[src/rtl/game_ctrl.sv]
// game_ctrl: top-level sequencer for the falling-block game.
// Owns the state register bank (state, board, location, rotation, piece) read by the datapath.
// Button edges and a gravity timer become single-cycle MOVE requests.
// Datapath results are latched as the FSM walks GEN/WAIT/MOVE/LAND/CLEAR/NEWBOARD/GAMEOVER.
// Optional feature: define GAME_CTRL_PAUSE_EN to add a 'pause' input that freezes WAIT.
module game_ctrl #(
    parameter int unsigned DROP_TICKS = 4_000_000,
    parameter int unsigned DROP_W     = 23
) (
    input  logic        clka,
    input  logic        restart_n,
`ifdef GAME_CTRL_PAUSE_EN
    input  logic        pause,
`endif
    input  logic        start,
    input  logic        btn_left,
    input  logic        btn_right,
    input  logic        btn_rotate,
    input  logic        touched,
    input  logic        error_in,
    input  logic [31:0] board_in,
    input  logic [4:0]  location_in,
    input  logic [1:0]  rotation_in,
    input  logic [1:0]  piece_in,
    output logic [2:0]  state,
    output logic [1:0]  move,
    output logic [31:0] board,
    output logic [4:0]  location,
    output logic [1:0]  rotation,
    output logic [1:0]  piece,
    output logic [7:0]  lines
);

    typedef enum logic [2:0] {
        ST_GEN      = 3'd0,
        ST_MOVE     = 3'd1,
        ST_LAND     = 3'd2,
        ST_CLEAR    = 3'd3,
        ST_NEWBOARD = 3'd4,
        ST_GAMEOVER = 3'd5,
        ST_WAIT     = 3'd6
    } state_e;

    localparam logic [1:0] MV_DROP   = 2'd0;
    localparam logic [1:0] MV_LEFT   = 2'd1;
    localparam logic [1:0] MV_RIGHT  = 2'd2;
    localparam logic [1:0] MV_ROTATE = 2'd3;

    // Pending / button vector bit positions
    localparam int unsigned P_LEFT  = 0;
    localparam int unsigned P_RIGHT = 1;
    localparam int unsigned P_ROT   = 2;

    localparam logic [DROP_W-1:0] CNT_LAST = DROP_W'(DROP_TICKS - 1);

    state_e            state_q, state_d;
    logic [1:0]        move_q, move_d;
    logic [31:0]       board_q, board_d;
    logic [4:0]        loc_q, loc_d;
    logic [1:0]        rot_q, rot_d;
    logic [1:0]        piece_q, piece_d;
    logic [7:0]        lines_q, lines_d;
    logic [DROP_W-1:0] cnt_q, cnt_d;
    logic [2:0]        pend_q, pend_d;
    logic [2:0]        btn_q;
    logic              start_q;

    logic [2:0]        btn_c;
    logic [2:0]        edge_c;
    logic              start_edge_c;
    logic              paused_c;
    logic              tick_c;

    assign btn_c        = {btn_rotate, btn_right, btn_left};
    assign edge_c       = btn_c & ~btn_q;
    assign start_edge_c = start & ~start_q;

`ifdef GAME_CTRL_PAUSE_EN
    assign paused_c = pause && (state_q == ST_WAIT);
`else
    assign paused_c = 1'b0;
`endif

    // State register bank, edge detectors, gravity counter and pending flags
    always_ff @(posedge clka or negedge restart_n) begin
        if (!restart_n) begin
            state_q <= ST_NEWBOARD;
            move_q  <= MV_DROP;
            board_q <= '0;
            loc_q   <= '0;
            rot_q   <= '0;
            piece_q <= '0;
            lines_q <= '0;
            cnt_q   <= '0;
            pend_q  <= '0;
            btn_q   <= '0;
            start_q <= 1'b0;
        end else begin
            state_q <= state_d;
            move_q  <= move_d;
            board_q <= board_d;
            loc_q   <= loc_d;
            rot_q   <= rot_d;
            piece_q <= piece_d;
            lines_q <= lines_d;
            cnt_q   <= cnt_d;
            pend_q  <= pend_d;
            btn_q   <= btn_c;
            start_q <= start;
        end
    end

    // Next-state and register-bank update logic
    always_comb begin
        state_d = state_q;
        move_d  = move_q;
        board_d = board_q;
        loc_d   = loc_q;
        rot_d   = rot_q;
        piece_d = piece_q;
        lines_d = lines_q;
        cnt_d   = cnt_q;
        pend_d  = pend_q;
        tick_c  = 1'b0;

        // Gravity only advances while waiting for a request
        if ((state_q == ST_WAIT) && !paused_c) begin
            if (cnt_q == CNT_LAST) begin
                cnt_d  = '0;
                tick_c = 1'b1;
            end else begin
                cnt_d = cnt_q + DROP_W'(1);
            end
        end

        // One-deep pending flags; an edge on an already-set flag is dropped
        if ((state_q != ST_GAMEOVER) && !paused_c) begin
            pend_d = pend_q | edge_c;
        end

        case (state_q)
            ST_NEWBOARD: begin
                board_d = '0;
                state_d = ST_GEN;
            end
            ST_GEN: begin
                piece_d = piece_in;
                loc_d   = (piece_in < 2'd2) ? 5'd1 : 5'd5;
                rot_d   = 2'd0;
                board_d = board_in;
                state_d = ST_WAIT;
            end
            ST_WAIT: begin
                if (!paused_c) begin
                    if (tick_c) begin
                        state_d = ST_MOVE;
                        move_d  = MV_DROP;
                    end else if (pend_q[P_ROT]) begin
                        state_d        = ST_MOVE;
                        move_d         = MV_ROTATE;
                        pend_d[P_ROT]  = 1'b0;
                    end else if (pend_q[P_LEFT]) begin
                        state_d        = ST_MOVE;
                        move_d         = MV_LEFT;
                        pend_d[P_LEFT] = 1'b0;
                    end else if (pend_q[P_RIGHT]) begin
                        state_d         = ST_MOVE;
                        move_d          = MV_RIGHT;
                        pend_d[P_RIGHT] = 1'b0;
                    end
                end
            end
            ST_MOVE: begin
                loc_d   = location_in;
                rot_d   = rotation_in;
                board_d = board_in;
                state_d = touched ? ST_LAND : ST_WAIT;
            end
            ST_LAND: begin
                pend_d  = '0;
                state_d = ST_CLEAR;
            end
            ST_CLEAR: begin
                board_d = board_in;
                if ((board_in != board_q) && (lines_q != 8'hFF)) begin
                    lines_d = lines_q + 8'd1;
                end
                state_d = error_in ? ST_GAMEOVER : ST_GEN;
            end
            ST_GAMEOVER: begin
                board_d = 32'hFFFF_FFFF;
                if (start_edge_c) begin
                    state_d = ST_NEWBOARD;
                end
            end
            default: begin
                state_d = ST_NEWBOARD;
            end
        endcase
    end

    assign state    = state_q;
    assign move     = move_q;
    assign board    = board_q;
    assign location = loc_q;
    assign rotation = rot_q;
    assign piece    = piece_q;
    assign lines    = lines_q;

endmodule
[config.mk]
export PLATFORM = sky130hd
export DESIGN_NAME = game_ctrl
export DESIGN_NICKNAME = d
export VERILOG_FILES = /design/src/rtl/game_ctrl.sv
export SDC_FILE = /design/constraint.sdc
export NUM_CORES = 1
export LEC_CHECK = 0
export ABC_AREA = 1
export CORE_MARGIN = 2
export CORE_UTILIZATION = 25
export DETAILED_ROUTE_END_ITERATION = 12
export GPL_TIMING_DRIVEN = 0
export PLACE_DENSITY = 0.55
export REMOVE_ABC_BUFFERS = 1
export SETUP_SLACK_MARGIN = 0.15
export SYNTH_ARGS = -nofsm -noshare
export SYNTH_HDL_FRONTEND = slang
export SYNTH_SLANG_ARGS = --single-unit
[constraint.sdc]
create_clock -name clka -period 2.1 [get_ports clka]
set_input_delay 0.315 -clock clka [delete_from_list [all_inputs] [get_ports clka]]
set_output_delay 0.315 -clock clka [all_outputs]
set_load 0.02 [all_outputs]
Word level (Yosys, flattened, before mapping)

Cells that the tools add are included.

Bits in registers: 84
Bits of input ports: 49
Logic and storage cells: 67
Output and inout bits: 54

Bitwise operators: 5
Equal/unequal tests: 12
$add $sub $neg: 2
Order comparisons: 1
Reduce and logical (&&, ||, !) cells: 9
Multiplexer cells: 27

Operator list:

| kind                                            | count |
|---|---|
| one-hot mux 32 bit (3 select lines)             | 1 |
| != test 32 bit                                  | 1 |
| two-way mux 3 bit                               | 10 |
| adder 23 x 1 -> 23 bit, second input constant   | 1 |
| == test 23 x 22 -> 1 bit, second input constant | 1 |
| two-way mux 23 bit                              | 1 |
| one-hot mux 3 bit (7 select lines)              | 1 |
| two-way mux 2 bit                               | 5 |
| one-hot mux 5 bit (2 select lines)              | 1 |
| == test 3 bit, second input constant            | 3 |
| adder 8 x 1 -> 8 bit, second input constant     | 1 |
| != test 8 bit, second input constant            | 1 |
| == test 3 x 2 -> 1 bit, second input constant   | 2 |
| two-way mux 1 bit                               | 6 |
| one-hot mux 3 bit (2 select lines)              | 1 |
| AND reduction 2 bit                             | 3 |
| != test 5 bit, second input constant            | 1 |
| one-hot mux 2 bit (2 select lines)              | 1 |
| nonzero test 4 bit                              | 1 |
| bitwise AND 3 bit                               | 1 |
| == test 3 x 1 -> 1 bit, second input constant   | 1 |
| logical NOT 3 bit                               | 1 |
| != test 3 bit, second input constant            | 1 |
| NOT 3 bit                                       | 1 |
| 9 further kinds                                 | 9 |

Longest topological paths before layout

Gate-level depths: netlist of run 1.

Word-level depth: 9
Mapped depth: 11
Mapped depth without buffers: 11

Worst setup path after synthesis of run 1

No wires, ideal clock.

Path type: flip-flop to flip-flop
Start: register lines_q[0] (netlist: lines[0])
End: register lines_q[6] (netlist: lines[6])
Stages on the path, launching flop included: 8
Path slack: 404 ps
Required time: 2,034 ps
Buffers on the path: 0
Setup time: 66 ps
Clock period less this slack: 1,696 ps
Arrival: 1,630 ps
Path through: dfrtp_1 -> ha_1 -> nand3_1 -> nor3_1 -> a31oi_4 -> nand2_4 -> nand2_1 -> nand2_1

Cells in the longest elaborated chain, start to end: 3
Elaborated cells on any way between the ends: 4
Classes of those cells: 1 x add/sub; 1 x eq/ne; 2 x reduce/logical

Ends and longest elaborated chain:

| item                                                         | line | RTL |
|---|---|---|
| start: declaration                                           | 62   | `logic [7:0] lines_q, lines_d;` |
| start signal: assignment                                     | 105  | `lines_q <= lines_d;` |
| branches (longest 3 deep; another with adder 8 x 1 -> 8 bit) | n/a  |  |

Several ways; the timed one is not identified.
A chain may end at the register's enable or synchronous reset.

Final worst setup path of run 1

Start: register state_q[0] (netlist: state[0])
End: output port state[0]

RTL lines:

| item                     | line | RTL |
|---|---|---|
| start: declaration       | 56   | `state_e state_q, state_d;` |
| start signal: assignment | 99   | `state_q <= state_d;` |
| end: declaration         | 25   | `output logic [2:0] state,` |

No word-level cell between the ends.

==> flow_metrics.py, run 1 <==
metrics = {
    "synth": {
        "synth_top_area_cell": "dfrtp_1",
        "netlist_top_cells_area": "dfrtp_1 46%, nand2_1 11%, inv_1 9.3%",
        "post-synth-top-area-fraction_pct": 46.0,
        "synth-simple-area-share_pct": 25.9,
        "synth-seq-cells": 84,
        "synthAdderAreaFrac_pct": 0.554,
        "main_combinational_cell_family_by_area_after_synthesis": "simple AND/OR/NAND/NOR gates",
        "compound_gate_portion_of_the_synthesized_area_pct": 9.14,
        "synth_cells": 581,
        "synth.yosys.seq_area_share_pct": 46.6,
        "synth_xor_area_share_pct": 7.18,
        "synth_mux_area_share_pct": 0,
        "post_synth.cell_area_avg_um2": 7.77,
        "netlist_area_um2": 4520,
        "synth.lib_cells_used.distinct": 37,
        "synth_warnings": 0,
    },
    "worst_setup_path": {
        "cp-startpoint": "state[0]",
        "timing.critical_path.to_type": "output port",
        "cp_top_family": "buffers and inverters",
        "cp_num_buf_inv": 1,
        "crit_required_ps": 1780,
        "critPathSlowestCell": "clkdlybuf4s50_1",
        "critPathArrivalTime_ps": 1530,
        "type_of_origin_of_the_critical_path": "register",
        "r2r-start": "state[2]",
        "cp_max_fo": 5,
        "slowest_delay_ps": 680,
        "crit_chain": "clkdlybuf4s50_1",
        "worstSetupPathType": "register to output port",
    },
    "floorplanning": {
        "die_height_um": 138,
        "core_area_um2": 17800,
        "floorplan.rows": 49,
        "ioPinCount": 103,
        "starting_density_pct": 25.3,
        "die_width_um": 138,
        "floorplan.die_area_um2": 19200,
    },
    "routing": {
        "drc_errors_left": 0,
        "first_iter_violations": 131,
        "post_drt_wl_per_cell_um": 12.3,
        "antenna_violating_nets_post_route": 0,
        "via_count": 3897,
        "route.detailed.vias_per_inst": 4.21,
        "drt_pre_antenna_iters": 4,
        "routed_wl_mm": 11.4,
    },
    "power_and_ir_drop": {
        "pwr-share-comb_pct": 48.2,
        "power_density_nw_per_um2": 1360,
        "post-layout-total-power_uw": 8460,
        "ir_drop_mv": 0.669,
        "p_sw_share_pct": 41.4,
        "clockPowerShare_pct": 19.0,
        "internal_power_uw": 4960,
        "power.leakage_uw": 0.00299,
        "p_sw_uw": 3500,
        "seq_power_share_pct": 32.8,
    },
    "layout": {
        "nets": 742,
        "antenna_cells_inserted": 0,
        "area_growth_pct": 37.5,
        "layout.cells.most_common": "nand2_1",
        "drive_gt1_share_pct": 6.18,
        "most_used_cells_in_the_layout_excluding_fill_and_tap_cells": "134 x nand2_1, 112 x inv_1, 100 x clkdlybuf4s50_1",
        "final_core_util_pct": 34.8,
    },
    "timing": {
        "fin_ws_ps": 253,
        "rsz0062_at_grt": "no",
        "final.setup_skew_ps": 9.10,
        "finalMaxSlewViolations": 0,
        "setup_violations": 0,
        "final.period_utilization_pct": 87.9,
        "relSlewSlack_pct": 50.6,
        "timing_hold_violations_final": 0,
        "max_slew.worst_pin.slew_ps": 738,
        "timing.fmax_mhz": 541,
        "finalWorstPathRequiredPeriod_ps": 1850,
    },
    "clock_tree": {
        "numCtsBuffers": 9,
        "cts.sink_count": 84,
        "cts_root_buffer": "clkbuf_16",
        "cts.htree.levels": 3,
        "clk_pin_slew_worst_paths_ps": 60,
        "worstSkewPairLatency_ps": 340,
        "tritoncts": "yes",
        "clock_tree_buffer_depth": 2,
    },
    "status": {
        "outcome": "finished, final reports clean",
    },
    "placement": {
        "portBuffers": 102,
        "dp_hpwl_mm": 7.71,
        "dpl_worst_slack_ps": -702,
        "gp_congestion": 0.773,
    },
    "global_route": {
        "grt_antenna_before_repair": 0,
        "grt_max_degree": 66,
        "grt_pass1_wl_mm": 19.1,
        "globalRouteOverflowTotal": 0,
        "number_of_global_route_vias_before_repair": 3683,
        "gr-usage-all-layers_pct": 12.3,
    },
    "flow_run": {
        "maxCapViolations": 0,
    },
    "hold_path": {
        "worst_min_delay_path_category": "input port to asynchronous set/reset pin",
    },
}
[cell type report]
class                           count  area, µm²
Multi-Input combinational cell    371       1950
Fill cell                        1894      11600
Clock inverter                      6       63.8
Timing Repair Buffer              109       1130
Inverter                          116        440
Clock buffer                       10        229
Sequential cell                    84       2110
Tap cell                          229        287
[cell families (layout without fill, tap and decap cells)]
logic type / Yosys count / in the layout
buf+inv: 126 / 241
compound gates: 63 / 63
simple gates: 269 / 269
xor+xnor: 37 / 37
fa+ha+maj: 2 / 2
flops: 84 / 84
[metrics by stage]
stage | TNS, ps | instance area, µm² | hold WS, ps | std cells
detailed placement | -24120 | 5850 | 237 | 904
finish | 0 | 6210 | 404 | 925
global route | 0 | 6210 | 438 | 925
global placement | -265420 | 5780 | 471 | 902
floorplan | -1500 | 4470 | 19.4 | 571
CTS | 0 | 6180 | 411 | 923
[sequential cells by signal (all words and copies together) (netlist names), 3 cells and up]
name and count:
pend_q 3, btn_q 3, location 5, state 3, board 32, cnt_q 23
lines 8
[power by group through the flow]
stage	Sequential (µW)	Clock [µW]	Combinational (µW)
floorplan	3300	0	1730
global placement	2880	0	3800
detailed placement	2900	0	3920
CTS	2780	1660	4110
global route	2880	1730	4500
finish	2770	1610	4080
[per-layer routing]
| metal | up-vias | global-route usage (%) | routed length, µm |
|---|---|---|---|
| li1 | 2024 | - | - |
| met5 | - | 0 | 0 |
| met3 | 12 | 2.56 | 556 |
| met4 | 0 | 4.67 | 193 |
| met1 | 1784 | 16.7 | 5460 |
| met2 | 77 | 19.3 | 5160 |
[synthesized netlist by cell type]
cell type  instances
inv_6              1
o22a_1             1
nor2_1            83
xnor2_1           26
dfrtp_1           83
a32o_1             5
nand2_1          135
inv_2              3
or2_2              1
nor2_2             2
nor4_1             2
o21ai_0            5
nor3_1             5
buf_2              3
nand3_4            1
o21a_1             2
ha_1               2
nor4b_1            1
nand3b_1           1
nand3_2            1
nor3_2             1
buf_1              4
o22ai_1           32
nor2_8             2
clkbuf_1           3
dfstp_2            1
a21oi_1            9
o21ai_1            3
o21bai_1           1
a31oi_1            4
nor2_4             2
a31oi_4            1
nand4_1            4
inv_1            112
nand2_4            2
xor2_1            11
nand3_1           26
[worst paths after layout]
kind,end,slack [ps],depth (start not counted)
max,state[0],250,1
min,board[5],400,2
max reg2reg,board[3],310,4
min reg2reg,piece[0],480,2
max in group asynchronous,state[2],1040,3
min in group clka,btn_q[1],460,1
[repair_timing]
action                                 CTS  global route
setup endpoints to repair               71            45
hold buffers                             1             0
gates resized for setup                  3             2
endpoints found under the hold margin   19             0
setup buffers                            2             2
(Power assumes the default switching activity.)
==> run 2: changes to the inputs <==
--- a/config.mk
+++ b/config.mk
@@ -6,6 +6,7 @@
 export NUM_CORES = 1
 export LEC_CHECK = 0
 export ABC_AREA = 1
+export CAP_MARGIN = 20
 export CORE_MARGIN = 2
 export CORE_UTILIZATION = 25
 export DETAILED_ROUTE_END_ITERATION = 12
==> flow_metrics.py, run 2 (same netlist as run 1, synthesis figures left out) <==
metrics = {
    "status": {
        "outcome": "finished, final reports clean",
    },
    "worst_setup_path": {
        "r2r-start": "state[2]",
        "critPathSlowestCell": "clkdlybuf4s50_1",
        "cp-startpoint": "state[0]",
        "type_of_origin_of_the_critical_path": "register",
        "cp_top_family": "buffers and inverters",
        "critPathArrivalTime_ps": 1540,
        "worstSetupPathType": "register to output port",
        "cp_max_fo": 5,
        "timing.critical_path.to_type": "output port",
        "cp_num_buf_inv": 1,
        "crit_chain": "clkdlybuf4s50_1",
        "slowest_delay_ps": 680,
        "crit_required_ps": 1780,
    },
    "clock_tree": {
        "worstSkewPairLatency_ps": 350,
        "cts.sink_count": 84,
        "clock_tree_buffer_depth": 2,
        "cts_root_buffer": "clkbuf_16",
        "tritoncts": "yes",
        "cts.htree.levels": 3,
        "clk_pin_slew_worst_paths_ps": 60,
        "numCtsBuffers": 9,
    },
    "placement": {
        "dp_hpwl_mm": 7.85,
        "portBuffers": 102,
        "gp_congestion": 0.773,
    },
    "routing": {
        "route.detailed.vias_per_inst": 4.18,
        "first_iter_violations": 91,
        "routed_wl_mm": 11.5,
        "drt_pre_antenna_iters": 4,
        "antenna_violating_nets_post_route": 0,
        "drc_errors_left": 0,
        "via_count": 3863,
        "post_drt_wl_per_cell_um": 12.4,
    },
    "timing": {
        "timing_hold_violations_final": 0,
        "rsz0062_at_grt": "no",
        "timing.fmax_mhz": 540,
        "final.setup_skew_ps": 7.19,
        "finalWorstPathRequiredPeriod_ps": 1850,
        "final.period_utilization_pct": 88.1,
        "max_slew.worst_pin.slew_ps": 542,
        "setup_violations": 0,
        "finalMaxSlewViolations": 0,
        "setup-tns-final_ps": 0,
        "hold_ws_ps": 400,
        "relSlewSlack_pct": 63.6,
    },
    "hold_path": {
        "worst_min_delay_path_category": "input port to asynchronous set/reset pin",
    },
    "power_and_ir_drop": {
        "clockPowerShare_pct": 17.9,
        "internal_power_uw": 4940,
        "ir_drop_mv": 0.572,
        "power_density_nw_per_um2": 1360,
        "post-layout-total-power_uw": 8460,
        "p_sw_uw": 3530,
        "p_sw_share_pct": 41.7,
        "pwr-share-comb_pct": 49.1,
        "power.leakage_uw": 0.00298,
        "seq_power_share_pct": 32.9,
    },
    "floorplanning": {
        "die_height_um": 138,
        "ioPinCount": 103,
        "die_width_um": 138,
        "core_area_um2": 17800,
        "floorplan.rows": 49,
        "starting_density_pct": 25.3,
        "floorplan.die_area_um2": 19200,
    },
    "layout": {
        "largest_reg_flops": 32,
        "antenna_cells_inserted": 0,
        "most_used_cells_in_the_layout_excluding_fill_and_tap_cells": "134 x nand2_1, 112 x inv_1, 100 x clkdlybuf4s50_1",
        "layout.cells.most_common": "nand2_1",
        "drive_gt1_share_pct": 6.19,
        "area_growth_pct": 37.5,
        "final_core_util_pct": 34.8,
        "nets": 741,
        "fillCellCount": 1890,
    },
    "global_route": {
        "number_of_global_route_vias_before_repair": 3703,
        "grt_antenna_before_repair": 0,
        "grt_max_degree": 66,
        "grt_pass1_wl_mm": 19.3,
        "globalRouteOverflowTotal": 0,
        "gr-usage-all-layers_pct": 12.5,
    },
    "flow_run": {
        "maxCapViolations": 0,
    },
}
==> run 2: path summary, 6_finish.rpt <==
path                       slack (ps)  cells past startpoint  endpoint
max                               250                      1  state[0]
min                               400                      2  board[5]
max reg2reg                       330                      9   move[1]
min reg2reg                       480                      2  piece[1]
max in group asynchronous        1040                      3  state[2]
min in group clka                 450                      1   start_q
==> run 2: what timing repair did <==
item                                    CTS  global route
endpoints found under the setup margin   71            36
hold buffers                              1             0
gates resized for setup                   2             2
endpoints found under the hold margin    19             0
setup buffers                             2             0
==> run 2: final cells by class <==
type	instances	area [µm²]	share of cell area [%]
flip-flops and latches	84	2110	34.0
multi-input cells	371	1940	31.3
repair buffers	108	1150	18.6
inverters	116	440	7.09
well taps	229	287	4.61
clock buffers	10	239	3.85
clock inverters	6	38.8	0.625
==> run 2: through the flow <==
step	setup WS, ps	area [µm²]	instances
after floorplan	-46.8	4470	571
after global placement	-2700	5780	902
after detailed placement	-342	5870	905
after CTS	202	6210	924
after global routing	156	6210	924
final	250	6210	924
==> run 2: power groups by stage <==
| stage | registers (µW) | clock network, µW | logic, µW |
|---|---|---|---|
| after detailed placement | 2900 | 0 | 4000 |
| final | 2790 | 1520 | 4160 |
| after global routing | 2900 | 1640 | 4600 |
| after global placement | 2880 | 0 | 3800 |
| after floorplan | 3300 | 0 | 1730 |
| after CTS | 2790 | 1570 | 4230 |
==> run 2: metal layers <==
layer  track usage [%]  wire length [µm]
met1              17.3              5480
met2              19.3              5240
met4              4.83               195
met3              2.56               541
met5                 0                 0
==> run 3: changes to the inputs <==
--- a/config.mk
+++ b/config.mk
@@ -10,8 +10,8 @@
 export CORE_MARGIN = 2
 export CORE_UTILIZATION = 25
 export DETAILED_ROUTE_END_ITERATION = 12
+export DONT_BUFFER_PORTS = 1
 export GPL_TIMING_DRIVEN = 0
-export PLACE_DENSITY = 0.55
 export REMOVE_ABC_BUFFERS = 1
 export SETUP_SLACK_MARGIN = 0.15
 export SYNTH_ARGS = -nofsm -noshare
==> flow_metrics.py, run 3 (same netlist as run 1, synthesis figures left out) <==
metrics = {
    "status": {
        "outcome": "complete, but fails checks",
        "violations_in_the_final_reports": "hold timing",
    },
    "global_route": {
        "grt_pass1_wl_mm": 17.8,
        "globalRouteOverflowTotal": 0,
        "gr-usage-all-layers_pct": 11.6,
        "grt_max_degree": 85,
        "number_of_global_route_vias_before_repair": 3519,
        "grt_antenna_before_repair": 0,
    },
    "timing": {
        "finalMaxSlewViolations": 0,
        "rsz0062_at_grt": "no",
        "relSlewSlack_pct": 60.4,
        "timing.fmax_mhz": 572,
        "setup_violations": 0,
        "finalWorstPathRequiredPeriod_ps": 1750,
        "hold_ws_ps": -327,
        "max_slew.worst_pin.slew_ps": 591,
        "final.setup_skew_ps": 6.97,
        "timing_hold_violations_final": 84,
        "final.period_utilization_pct": 83.2,
    },
    "clock_tree": {
        "tritoncts": "yes",
        "cts.sink_count": 84,
        "clk_pin_slew_worst_paths_ps": 60,
        "clock_tree_buffer_depth": 2,
        "cts_root_buffer": "clkbuf_16",
        "worstSkewPairLatency_ps": 340,
        "cts.htree.levels": 3,
        "hold_buffers": 4,
        "numCtsBuffers": 9,
    },
    "layout": {
        "area_growth_pct": 16.3,
        "layout_cell_area_excl_fill_um2": 5250,
        "layout.cells.most_common": "nand2_1",
        "nets": 642,
        "drive_gt1_share_pct": 7.55,
        "most_used_cells_in_the_layout_excluding_fill_and_tap_cells": "134 x nand2_1, 112 x inv_1, 83 x nor2_1",
        "antenna_cells_inserted": 0,
        "largest_reg_flops": 32,
    },
    "routing": {
        "route.detailed.vias_per_inst": 4.33,
        "drc_errors_left": 0,
        "drt_pre_antenna_iters": 5,
        "first_iter_violations": 139,
        "post_drt_wl_per_cell_um": 13.1,
        "via_count": 3570,
        "antenna_violating_nets_post_route": 0,
        "routed_wl_mm": 10.8,
    },
    "placement": {
        "placed_cell_area_um2": 4800,
        "dp_hpwl_mm": 7.29,
        "gp_congestion": 0.786,
        "portBuffers": 0,
    },
    "power_and_ir_drop": {
        "post-layout-total-power_uw": 7670,
        "power_density_nw_per_um2": 1460,
        "ir_drop_mv": 0.697,
        "power.leakage_uw": 0.00261,
    },
    "floorplanning": {
        "starting_density_pct": 25.3,
        "floorplan.rows": 49,
        "die_width_um": 138,
        "floorplan.die_area_um2": 19200,
        "core_area_um2": 17800,
        "die_height_um": 138,
        "ioPinCount": 103,
    },
    "worst_setup_path": {
        "cp_max_fo": 9,
        "worstSetupPathType": "register to register",
        "timing.critical_path.to_type": "register",
        "crit_required_ps": 2380,
        "critPathArrivalTime_ps": 2020,
        "type_of_origin_of_the_critical_path": "register",
    },
    "flow_run": {
        "maxCapViolations": 0,
    },
    "hold_path": {
        "worst_min_delay_path_category": "input port to asynchronous set/reset pin",
    },
}
-- run 3: cell count changes in the layout (fill, tap and decap cells not counted), sizes merged, moves of 2 or more --
cell,delta
clkdlybuf4s50,-100
dlygate4sd3,+3
bufinv,+2
clkinvlp,-2
-- run 3: worst paths after layout --
check | start | endpoint | slack [ps] | cells after the start
max in group asynchronous | restart_n | state[2] | 2210 | 0
worst min register to register | cnt_q[1] | cnt_q[1] | 520 | 2
worst max register to register | board[22] | lines[5] | 350 | 9
worst max-delay path | board[22] | lines[5] | 350 | 9
worst min-delay path | restart_n | board[6] | -330 | 0
min in group clka | piece_in[0] | piece[0] | 90 | 2
-- run 3: stage by stage --
step	hold WS, ps	setup TNS [ps]	setup WS (ps)	instances	util (%)
final	-327	0	353	825	29.4
after floorplan	19.4	-1500	-46.8	571	-
after detailed placement	27.1	-15660	-503	802	26.9
after global placement	28.2	-40040	-1200	800	26.7
after global routing	-350	0	151	825	29.4
after CTS	-348	0	169	824	29.3
-- run 3: layout make-up --
cell class	instances	area, µm²
sequential	84	2110
tap	229	287
clock inverter	5	82.6
multi-input combinational	371	1960
fill	1939	12600
timing repair buffer	9	120
clock buffer	11	253
inverter	116	443
-- run 3: worst max-delay path, cell delays in order, from the launching register on --
cell and delay, ps:
dfrtp_1 470, xnor2_1 190, nand2_1 100, nor2_1 130, nand2_1 100, nor2_1 110, nand2_1 260, nand2_4 200
nand2_1 60, nand2_1 60
-- run 3: routing by layer --
| metal | GRT usage (%) | vias to the layer above | share of wire, % |
|---|---|---|---|
| met5 | 0 | - | 0 |
| li1 | - | 1832 | - |
| met4 | 3.76 | 0 | 1.3 |
| met3 | 3.98 | 10 | 6.2 |
| met1 | 14.4 | 1642 | 45 |
| met2 | 19.0 | 86 | 48 |
-- run 3: where the power goes --
part / internal, µW / total, µW / leakage [µW] / switching, µW
logic: 1040 / 2490 / 0.00139 / 1450
clock network: 1110 / 1760 / 0.000166 / 653
registers: 2190 / 3420 / 0.00106 / 1230
-- run 3: what timing repair did --
action | in CTS | in global routing
setup buffers | 2 | 1
endpoints found under the hold margin | 88 | 84
setup endpoints to repair | 72 | 10
resized for setup | 3 | 4
